File: src/rtl/mire_gen_if.sv
// Wishbone classic bus bundle between the test-pattern generator and the SDRAM arbiter.
interface mire_gen_if;
  logic        cyc;
  logic        stb;
  logic        we;
  logic [31:0] adr;
  logic [31:0] dat_ms;
  logic [3:0]  sel;
  logic [2:0]  cti;
  logic [1:0]  bte;
  logic        ack;

  modport master (output cyc, stb, we, adr, dat_ms, sel, cti, bte, input ack);
  modport slave  (input cyc, stb, we, adr, dat_ms, sel, cti, bte, output ack);
endinterface

File: src/rtl/mire_gen.sv
// Test-pattern generator: bursts full HDISP x VDISP frames of 0x00RRGGBB pixels into the
// framebuffer over Wishbone, releasing the bus for GAP cycles between tenures.
module mire_gen #(
  parameter int unsigned HDISP     = 800,
  parameter int unsigned VDISP     = 480,
  parameter logic [31:0] BASE_ADR  = 32'h0,
  parameter int unsigned GRID_LOG2 = 5,
  parameter int unsigned BURST_LEN = 16,
  parameter int unsigned GAP       = 1
) (
  input  logic              clk,
  input  logic              rst,
  input  logic              token,
  input  logic [1:0]        mode,
  input  logic [23:0]       solid_rgb,
  input  logic              scroll_en,
  output logic              frame_done,
  output logic [15:0]       frame_cnt,
  mire_gen_if.master        wshb_ifm
);

  localparam int unsigned X_W  = (HDISP > 2) ? $clog2(HDISP) : 1;
  localparam int unsigned Y_W  = (VDISP > 2) ? $clog2(VDISP) : 1;
  localparam int unsigned B_W  = (BURST_LEN > 2) ? $clog2(BURST_LEN) : 1;
  localparam int unsigned G_W  = (GAP > 2) ? $clog2(GAP) : 1;
  localparam int unsigned XY_W = (X_W > Y_W) ? X_W : Y_W;
  localparam int unsigned E_W  = (XY_W > GRID_LOG2 + 1) ? XY_W : GRID_LOG2 + 1;

  localparam logic [X_W-1:0] X_LAST = X_W'(HDISP - 1);
  localparam logic [Y_W-1:0] Y_LAST = Y_W'(VDISP - 1);
  localparam logic [B_W-1:0] B_LAST = B_W'(BURST_LEN - 1);
  localparam logic [G_W-1:0] G_LAST = G_W'(GAP - 1);
  localparam logic [E_W-1:0] G_MASK = E_W'((1 << GRID_LOG2) - 1);

  localparam logic [1:0] S_IDLE = 2'd0;
  localparam logic [1:0] S_BUS  = 2'd1;
  localparam logic [1:0] S_GAP  = 2'd2;

  logic [1:0]     state, state_nxt;
  logic           stb_q;
  logic [31:0]    adr_q, adr_nxt;
  logic [31:0]    dat_q;
  logic [X_W-1:0] x, x_nxt, xs, xs_nxt, xoff, xoff_nxt;
  logic [Y_W-1:0] y, y_nxt;
  logic [B_W-1:0] beat;
  logic [G_W-1:0] gap_cnt;
  logic [1:0]     mode_q, mode_nxt;
  logic [23:0]    rgb_q, rgb_nxt;
  logic           scroll_q, scroll_nxt;
  logic           px_ack, frame_end;
  logic [23:0]    pix_nxt, bar_rgb;
  logic [2:0]     bar_idx;
  logic [E_W-1:0] xs_e, y_e;
  logic           grid_on, chk_on;

  assign wshb_ifm.stb    = stb_q;
  assign wshb_ifm.cyc    = stb_q;
  assign wshb_ifm.we     = stb_q;
  assign wshb_ifm.adr    = adr_q;
  assign wshb_ifm.dat_ms = dat_q;
  assign wshb_ifm.sel    = 4'hF;
  assign wshb_ifm.cti    = 3'b000;
  assign wshb_ifm.bte    = 2'b00;

  assign px_ack    = (state == S_BUS) && wshb_ifm.ack;
  assign frame_end = px_ack && (x == X_LAST) && (y == Y_LAST);

  // Bar i starts at the first xs with xs*8 >= i*HDISP.
  function automatic logic [31:0] bar_thr(input int unsigned k);
    return 32'((k * HDISP + 7) / 8);
  endfunction

  always_ff @(posedge clk or posedge rst) begin
    if (rst) state <= S_IDLE;
    else     state <= state_nxt;
  end

  // Burst ends on beat count, token loss or frame boundary, always on an ack.
  always_comb begin
    state_nxt = state;
    case (state)
      S_IDLE: if (token) state_nxt = S_BUS;
      S_BUS:  if (px_ack && (beat == B_LAST || !token || frame_end)) state_nxt = S_GAP;
      S_GAP:  if (gap_cnt == G_LAST) state_nxt = token ? S_BUS : S_IDLE;
      default: state_nxt = S_IDLE;
    endcase
  end

  // Next pixel position, scroll offset and per-frame latches.
  always_comb begin
    x_nxt      = x;
    y_nxt      = y;
    xs_nxt     = xs;
    xoff_nxt   = xoff;
    adr_nxt    = adr_q;
    mode_nxt   = mode_q;
    rgb_nxt    = rgb_q;
    scroll_nxt = scroll_q;
    if (px_ack) begin
      adr_nxt = adr_q + 32'd4;
      if (x == X_LAST) begin
        x_nxt  = '0;
        xs_nxt = xoff;
        if (y == Y_LAST) begin
          y_nxt      = '0;
          adr_nxt    = BASE_ADR;
          xoff_nxt   = !scroll_q ? xoff : (xoff == X_LAST) ? '0 : xoff + X_W'(1);
          xs_nxt     = xoff_nxt;
          mode_nxt   = mode;
          rgb_nxt    = solid_rgb;
          scroll_nxt = scroll_en;
        end else begin
          y_nxt = y + Y_W'(1);
        end
      end else begin
        x_nxt  = x + X_W'(1);
        xs_nxt = (xs == X_LAST) ? '0 : xs + X_W'(1);
      end
    end else if (state == S_IDLE && x == '0 && y == '0) begin
      mode_nxt   = mode;
      rgb_nxt    = solid_rgb;
      scroll_nxt = scroll_en;
    end
  end

  // Pattern of the pixel that will be on the bus next cycle.
  always_comb begin
    xs_e    = E_W'(xs_nxt);
    y_e     = E_W'(y_nxt);
    grid_on = ((xs_e & G_MASK) == '0) || ((y_e & G_MASK) == '0);
    chk_on  = |(((xs_e ^ y_e) >> GRID_LOG2) & E_W'(1));
    bar_idx = 3'd0;
    for (int unsigned k = 1; k < 8; k++) begin
      if (32'(xs_nxt) >= bar_thr(k)) bar_idx = 3'(k);
    end
    case (bar_idx)
      3'd0:    bar_rgb = 24'hFFFFFF;
      3'd1:    bar_rgb = 24'hFFFF00;
      3'd2:    bar_rgb = 24'h00FFFF;
      3'd3:    bar_rgb = 24'h00FF00;
      3'd4:    bar_rgb = 24'hFF00FF;
      3'd5:    bar_rgb = 24'hFF0000;
      3'd6:    bar_rgb = 24'h0000FF;
      default: bar_rgb = 24'h000000;
    endcase
    case (mode_nxt)
      2'd0:    pix_nxt = grid_on ? 24'h000000 : 24'hFFFFFF;
      2'd1:    pix_nxt = bar_rgb;
      2'd2:    pix_nxt = chk_on ? 24'hFFFFFF : 24'h000000;
      default: pix_nxt = rgb_nxt;
    endcase
  end

  always_ff @(posedge clk or posedge rst) begin
    if (rst) begin
      stb_q      <= 1'b0;
      adr_q      <= BASE_ADR;
      dat_q      <= 32'h0;
      x          <= '0;
      y          <= '0;
      xs         <= '0;
      xoff       <= '0;
      beat       <= '0;
      gap_cnt    <= '0;
      mode_q     <= 2'd0;
      rgb_q      <= 24'h0;
      scroll_q   <= 1'b0;
      frame_done <= 1'b0;
      frame_cnt  <= 16'h0;
    end else begin
      stb_q      <= (state_nxt == S_BUS);
      adr_q      <= adr_nxt;
      dat_q      <= {8'h00, pix_nxt};
      x          <= x_nxt;
      y          <= y_nxt;
      xs         <= xs_nxt;
      xoff       <= xoff_nxt;
      mode_q     <= mode_nxt;
      rgb_q      <= rgb_nxt;
      scroll_q   <= scroll_nxt;
      beat       <= (state_nxt != S_BUS) ? '0 : px_ack ? beat + B_W'(1) : beat;
      gap_cnt    <= (state == S_GAP && state_nxt == S_GAP) ? gap_cnt + G_W'(1) : '0;
      frame_done <= frame_end;
      frame_cnt  <= frame_cnt + 16'(frame_end);
    end
  end

endmodule

File: src/flat_wrapper.sv
// flat-port wrapper written by rule: the top's interface ports become plain ports
module mire_gen_flat 
#(
  parameter int unsigned HDISP     = 800,
  parameter int unsigned VDISP     = 480,
  parameter logic [31:0] BASE_ADR  = 32'h0,
  parameter int unsigned GRID_LOG2 = 5,
  parameter int unsigned BURST_LEN = 16,
  parameter int unsigned GAP       = 1
)
  (clk, rst, token, mode, solid_rgb, scroll_en, frame_done, frame_cnt, wshb_ifm_cyc, wshb_ifm_stb, wshb_ifm_we, wshb_ifm_adr, wshb_ifm_dat_ms, wshb_ifm_sel, wshb_ifm_cti, wshb_ifm_bte, wshb_ifm_ack);
  mire_gen_if wshb_ifm_i ();
  input  logic clk;
  input  logic rst;
  input  logic token;
  input  logic [1:0] mode;
  input  logic [23:0] solid_rgb;
  input  logic scroll_en;
  output logic frame_done;
  output logic [15:0] frame_cnt;
  output wire logic [$bits(wshb_ifm_i.cyc)-1:0] wshb_ifm_cyc;
  output wire logic [$bits(wshb_ifm_i.stb)-1:0] wshb_ifm_stb;
  output wire logic [$bits(wshb_ifm_i.we)-1:0] wshb_ifm_we;
  output wire logic [$bits(wshb_ifm_i.adr)-1:0] wshb_ifm_adr;
  output wire logic [$bits(wshb_ifm_i.dat_ms)-1:0] wshb_ifm_dat_ms;
  output wire logic [$bits(wshb_ifm_i.sel)-1:0] wshb_ifm_sel;
  output wire logic [$bits(wshb_ifm_i.cti)-1:0] wshb_ifm_cti;
  output wire logic [$bits(wshb_ifm_i.bte)-1:0] wshb_ifm_bte;
  input wire logic [$bits(wshb_ifm_i.ack)-1:0] wshb_ifm_ack;
  assign wshb_ifm_cyc = wshb_ifm_i.cyc;
  assign wshb_ifm_stb = wshb_ifm_i.stb;
  assign wshb_ifm_we = wshb_ifm_i.we;
  assign wshb_ifm_adr = wshb_ifm_i.adr;
  assign wshb_ifm_dat_ms = wshb_ifm_i.dat_ms;
  assign wshb_ifm_sel = wshb_ifm_i.sel;
  assign wshb_ifm_cti = wshb_ifm_i.cti;
  assign wshb_ifm_bte = wshb_ifm_i.bte;
  assign wshb_ifm_i.ack = wshb_ifm_ack;
  mire_gen #(.HDISP(HDISP), .VDISP(VDISP), .BASE_ADR(BASE_ADR), .GRID_LOG2(GRID_LOG2), .BURST_LEN(BURST_LEN), .GAP(GAP)) u_core (.clk(clk), .rst(rst), .token(token), .mode(mode), .solid_rgb(solid_rgb), .scroll_en(scroll_en), .frame_done(frame_done), .frame_cnt(frame_cnt), .wshb_ifm(wshb_ifm_i));
endmodule
File: config.mk
export PLATFORM = sky130hd
export DESIGN_NAME = mire_gen_flat
export DESIGN_NICKNAME = d
export VERILOG_FILES = /design/src/rtl/mire_gen_if.sv /design/src/rtl/mire_gen.sv /design/src/flat_wrapper.sv
export SDC_FILE = /design/constraint.sdc
export NUM_CORES = 1
export LEC_CHECK = 0
export BUFFER_PORTS_ARGS = -buffer_cell sky130_fd_sc_hd__buf_2
export CORE_AREA = 2 2 120 169
export DETAILED_ROUTE_END_ITERATION = 12
export DIE_AREA = 0 0 122 171
export HOLD_SLACK_MARGIN = 0.1
export PLACE_DENSITY_LB_ADDON = 0.08
export SETUP_SLACK_MARGIN = 0.3
export SLEW_MARGIN = 20
export SYNTH_ARGS = -nofsm -noshare
export SYNTH_HDL_FRONTEND = slang
export SYNTH_SLANG_ARGS = --single-unit
File: constraint.sdc
create_clock -name clk -period 10.15 [get_ports clk]
set_input_delay 0 -clock clk [delete_from_list [all_inputs] [get_ports clk]]
set_output_delay 0 -clock clk [all_outputs]
set_load 0.01 [all_outputs]
After elaboration in Yosys (flattened, before gate mapping):

Cells that the tools add are included.

* add/sub/neg operators: 8
* magnitude comparators: 7
* eq/ne operators: 20
* muxes and demuxes: 43
* bitwise logic cells: 1
* reduce and logical (&&, ||, !) cells: 22

Operator list (count)
* $pmux 24 s7: 1
* $mux 24: 6
* $pmux 24 s3: 1
* $mux 10: 7
* $mux 32: 2
* $add 32x3->32 const B: 1
* $add 10x1->10 const B: 3
* $eq 10x10->1 const B: 3
* $ge 10x9->1 const B: 3
* $logic_not 10->1: 3
* $mux 9: 3
* $ge 10x10->1 const B: 2
* $mux 3: 6
* $add 16x1->16: 1
* $mux 2: 7
* $ge 10x7->1 const B: 1
* $ge 10x8->1 const B: 1
* $add 9x1->9 const B: 1
* $eq 3x3->1 const B: 3
* $eq 9x9->1 const B: 1
* $logic_not 9->1: 1
* $mux 4: 2
* $logic_and 1x1->1: 7
* $mux 1: 7
* other kinds (18): 28

* register bits after elaboration: 147
* bits of input ports: 31
* output and inout bits: 93
* word-level logic and storage cells: 116

Logic depth before layout (Yosys ltp):

* depth after elaboration: 17
* gate-level depth with buffers: 13
* depth with buffers taken out: 11

Worst setup path after synthesis:

Ideal clock, no wire load.

* kind: register to register
* start: register u_core.x[5]
* end: register u_core.frame_cnt[12]
* library setup time: 0.079 ns
* arrival: 3.030 ns
* data required time: 10.071 ns
* setup slack: 7.041 ns
* cell stages (with the launch flop): 13
* buffers on the path: 2
* period minus slack after synthesis: 3.109 ns
* cells stage by stage: dfrtp_1 or3_1 nor3_1 nand2_1 clkbuf_1 nor2_1 clkbuf_1 ha_1 ha_1 nand3_1 or2_2 nor2_1 xor2_1

* cells in the longest elaborated chain, start to end: 4

Ends and longest elaborated chain
* start: declaration: line mire_gen.sv:43 `logic [X_W-1:0] x, x_nxt, xs, xs_nxt, xoff, xoff_nxt;`
* start signal: assignment: line mire_gen.sv:174 `x <= x_nxt;`
* $eq 10x10->1: line mire_gen.sv:66 `assign frame_end = px_ack && (x == X_LAST) && (y == Y_LAST);`
* $logic_and 1x1->1 (2 in series): line mire_gen.sv:66
* net u_core.frame_end: line mire_gen.sv:50 `logic px_ack, frame_end;`
* $add 16x1->16: line mire_gen.sv:184 `frame_cnt <= frame_cnt + 16'(frame_end);`
* end signal: assignment: line mire_gen.sv:184
* end: declaration: line mire_gen.sv:18 `output logic [15:0] frame_cnt,`

The timed path passes the listed nets, and every way through them passes these cells.
A chain may end at the register's enable or synchronous reset.

Worst setup path after layout:

* start: register u_core.y[0]
* end: register u_core.dat_q[20] (netlist: u_core.wshb_ifm.dat_ms[20])

* cells in the longest elaborated chain, start to end: 15
* elaborated cells between the ends (all ways): 50
* classes of those cells: add/sub: 1; order compare: 7; eq/ne: 9; mux: 25; bitwise: 1; reduce/logical: 7

Ends and longest elaborated chain
* start: declaration: line mire_gen.sv:44 `logic [Y_W-1:0] y, y_nxt;`
* start signal: assignment: line mire_gen.sv:175 `y <= y_nxt;`
* $eq 9x9->1 (*): line mire_gen.sv:104 `if (y == Y_LAST) begin`
* $mux 10 (*)
* $mux 10 (*): line mire_gen.sv:101 `if (x == X_LAST) begin`
* $mux 10 (*): line mire_gen.sv:99 `if (px_ack) begin`
* net u_core.xs_e[3]: line mire_gen.sv:53 `logic [E_W-1:0] xs_e, y_e;`
* $ge 10x7->1: line mire_gen.sv:134 `if (32'(xs_nxt) >= bar_thr(k)) bar_idx = 3'(k);`
* $mux 1: line mire_gen.sv:134
* $mux 3 (6 in series): line mire_gen.sv:134
* $eq 3x3->1 (tied with other cells): line mire_gen.sv:136 `case (bar_idx)`
* $pmux 24 s7: line mire_gen.sv:136
* $pmux 24 s3 (*): line mire_gen.sv:146 `case (mode_nxt)`
* net u_core.pix_nxt[20]: line mire_gen.sv:51 `logic [23:0] pix_nxt, bar_rgb;`
* end signal: assignment: line mire_gen.sv:173 `dat_q <= {8'h00, pix_nxt};`
* end: declaration: line mire_gen.sv:42 `logic [31:0] dat_q;`

The timed path passes the listed nets; every way through them passes the cells marked *.

==> results.yml <==
job:
  drv_cap: 0
clock_tree:
  cts_sinks: 145
  cts_setup_buffers: 0
  cts_repair_resize_count: 0
  holdBufCountCts: 29
  cts_buffers: 17
  cts_buffer_depth: 2
  cts_tree: "done"
  clk-insertion-delay-late_ns: 0.42
  clk_pin_slew_ns: 0.07
  cts-root-buf: "clkbuf_16"
  htree_levels: 4
synthesis:
  avgSynthCellArea_um2: 10.0
  yosysTopAreaCellShare_pct: 50.3
  ys_types: 69
  yosysSeqAreaShare_pct: 50.3
  synth-edff-count: 0
  synth_ff_type: "dfrtp_1"
  yosys.area.top_type: "dfrtp_1"
  ys_ff_latch: 145
  yosysWarningCount: 0
  synthArstFlopShare_pct: 100
  ys_top_cells_by_area: "dfrtp_1 (50%), nand2_1 (5.3%), xnor2_1 (4.1%), mux2_2 (3.9%), xor2_1 (3.6%)"
  synth_area_um2: 7220
  synth_cells: 719
pwr:
  leakage_nw: 4.07
  power_mw: 1.63
  peakVddDrop_mv: 0.104
  power_density_nw_per_um2: 184
layout:
  most-common-layout-cells: "dfrtp_1 (145), buf_2 (104), nand2_1 (102), nor2_1 (51), nand3_1 (38)"
  multi_input_area_um2: 3330
  regArea_um2: 3630
  nNetsFinal: 891
  areaGrowthSynthToFinish_pct: 23.1
  drive_above_1_share_pct: 22.0
  diodes: 0
  final_common_cell: "dfrtp_1"
  final.fill_count: 1848
worst_setup_path:
  worst_path_largest_cell_delay_ns: 0.72
  r2r_setup_slack_ns: 6.22
  cp_cell_sequence: "ha_1 -> nand4_1 -> or4_4 -> o221ai_1 -> nand2_1 -> nor3_1 -> a32o_1 -> a21oi_2 -> a31oi_2 -> nand2_1"
  cpMostUsedCell: "nand2_1"
  cp-end-kind: "flop"
  worst-setup-path-type: "flop to flop"
  critical_path_depth: 10
  critical_path_required_ns: 10.43
  worstRegToRegCells: 10
  worstPathMaxFanout: 11
  critPathArrivalTime_ns: 4.21
  critPathBufInv: 0
  cp_top_family: "simple AND/OR/NAND/NOR gates"
  slowest_stage: "or4_4"
  setup.worst_path.start_class: "flop"
drt:
  finalWirelength_mm: 17.4
  first_pass_iters: 6
  drtAntennaViolNets: 0
  drt_iter0_drc: 311
  wire_per_inst_um: 15.6
  drc_errors: 0
  via_per_inst: 5.08
  vias: 5659
sta:
  rsz0062_at_grt: "false"
  slew_headroom_pct: 47.0
  fin_crit_ns: 3.93
  worst_slew_pin_slew_ns: 0.793
  tns_ns: 0
  final_hold_viol_count: 0
  clock_skew_ns: 0.0118
  holdWs_ns: 0.191
  fin_crit_sh_pct: 38.7
  setup_violations: 0
  slew_viol_final: 0
  fin_ws_ns: 6.22
  fmax_mhz: 254
placement:
  gp_congestion: 0.830
  dpl.hpwl_mm: 12.3
  dp_slack_ns: 6.27
  port_buffers: 104
global_route:
  grt_antenna_before_repair: 0
  grt.total_usage_pct: 17.3
  grt_overflow: 0
  grt_pass1_vias: 5472
  grt_start_max_net_pins: 81
  grt_pass1_wl_mm: 28.3
floorplanning:
  die_x_um: 122
  coreArea_um2: 19500
  initial_core_util_pct: 37.1
  die_h_um: 171
  pin_count: 124
  dieArea_um2: 20900
  rows: 61
status:
  status: "complete, no violations"
hold_path:
  hold_path_class: "input pin to asynchronous set/reset pin"
==> layer usage <==
| metal | routed length, um | GRT usage, % | vias up |
|---|---|---|---|
| met1 | 7520 | 21.6 | 2746 |
| met5 | 0 | 0 | - |
| met3 | 568 | 3.30 | 25 |
| met2 | 8890 | 29.6 | 127 |
| met4 | 380 | 6.20 | 0 |
| li1 | - | - | 2761 |
==> cell usage after synthesis, types with 3 or more instances <==
library cell  instances
nor2_1               52
nor4b_1               3
o31ai_1               4
a211oi_1              3
mux2_2               25
and2_1                8
nand3_1              38
dfrtp_1             145
a31oi_1               7
or3_1                12
and3_1               10
nor4_1                9
buf_1                 3
o211ai_1              3
xnor2_1              34
a21oi_1              25
o21ai_0              29
inv_1                21
nand4_1              28
buf_2                 7
buf_4                21
nor3b_1               4
xor2_1               30
nand3b_1              3
ha_1                 10
mux2i_1               3
nor3_1               11
and4_1                5
nand2_1             102
a31o_2                3
clkbuf_1             13
==> final timing paths <==
path	startpoint	to
setup / recovery	u_core.y[0]	u_core.wshb_ifm.dat_ms[20]
hold / removal	rst	u_core.wshb_ifm.adr[31]
setup reg to reg	u_core.y[0]	u_core.wshb_ifm.dat_ms[20]
hold reg to reg	u_core.frame_cnt[15]	u_core.frame_cnt[15]
max in group asynchronous	rst	u_core.rgb_q[23]
min in group clk	wshb_ifm_ack	u_core.beat[1]
==> layout make-up <==
class / instances / share of cell area, %
multi-input combinational: 525 / 37.5
clock inverter: 14 / 2.45
tap: 252 / 3.55
clock buffer: 18 / 4.94
inverter: 22 / 1.01
sequential: 145 / 40.9
timing repair buffer: 139 / 9.68
==> where the power goes <==
group          leakage [nW]  switching (mW)  total, mW  internal [mW]
logic                  1.91           0.151      0.250         0.0985
registers              1.84          0.0526      0.688          0.635
clock network         0.323           0.265      0.693          0.428
==> logic make-up (layout without fill, tap and decap cells) <==
kind of cell	after synthesis	in the layout	share of synthesized area, %
flip-flops	145	145	50.3
buffers and inverters	67	193	4.75
AO/OA/AOI/OAI	105	105	9.98
AND/OR/NAND/NOR	297	297	20.8
other	2	20	0.104
multiplexers	29	29	4.63
adder cells (fa/ha/maj)	10	10	1.73
XOR/XNOR	64	64	7.77
==> sequential cells by signal, summed over array words and instances (netlist names), 4 cells and up <==
signal                  flops
u_core.wshb_ifm.adr        30
u_core.rgb_q               24
u_core.wshb_ifm.dat_ms     24
u_core.frame_cnt           16
u_core.x                   10
u_core.xoff                10
u_core.xs                  10
u_core.y                    9
u_core.beat                 4
==> per-stage QoR <==
| step | utilization, % | instances | area [um2] |
|---|---|---|---|
| final | 45.6 | 1115 | 8880 |
| after CTS | 45.6 | 1115 | 8880 |
| after global routing | 45.6 | 1115 | 8880 |
| after floorplan | - | 737 | 7290 |
| after detailed placement | 40.8 | 1054 | 7930 |
| after global placement | 40.8 | 1054 | 7930 |
==> worst reg2reg max path: cells and delay by family (launching register included) <==
| kind | cells | cell delay (ns) |
|---|---|---|
| simple gates | 5 | 1.97 |
| fa+ha+maj | 1 | 0.23 |
| compound gates | 4 | 1.19 |
| flops | 1 | 0.40 |
Note: power is estimated with default switching activity, not from simulation.
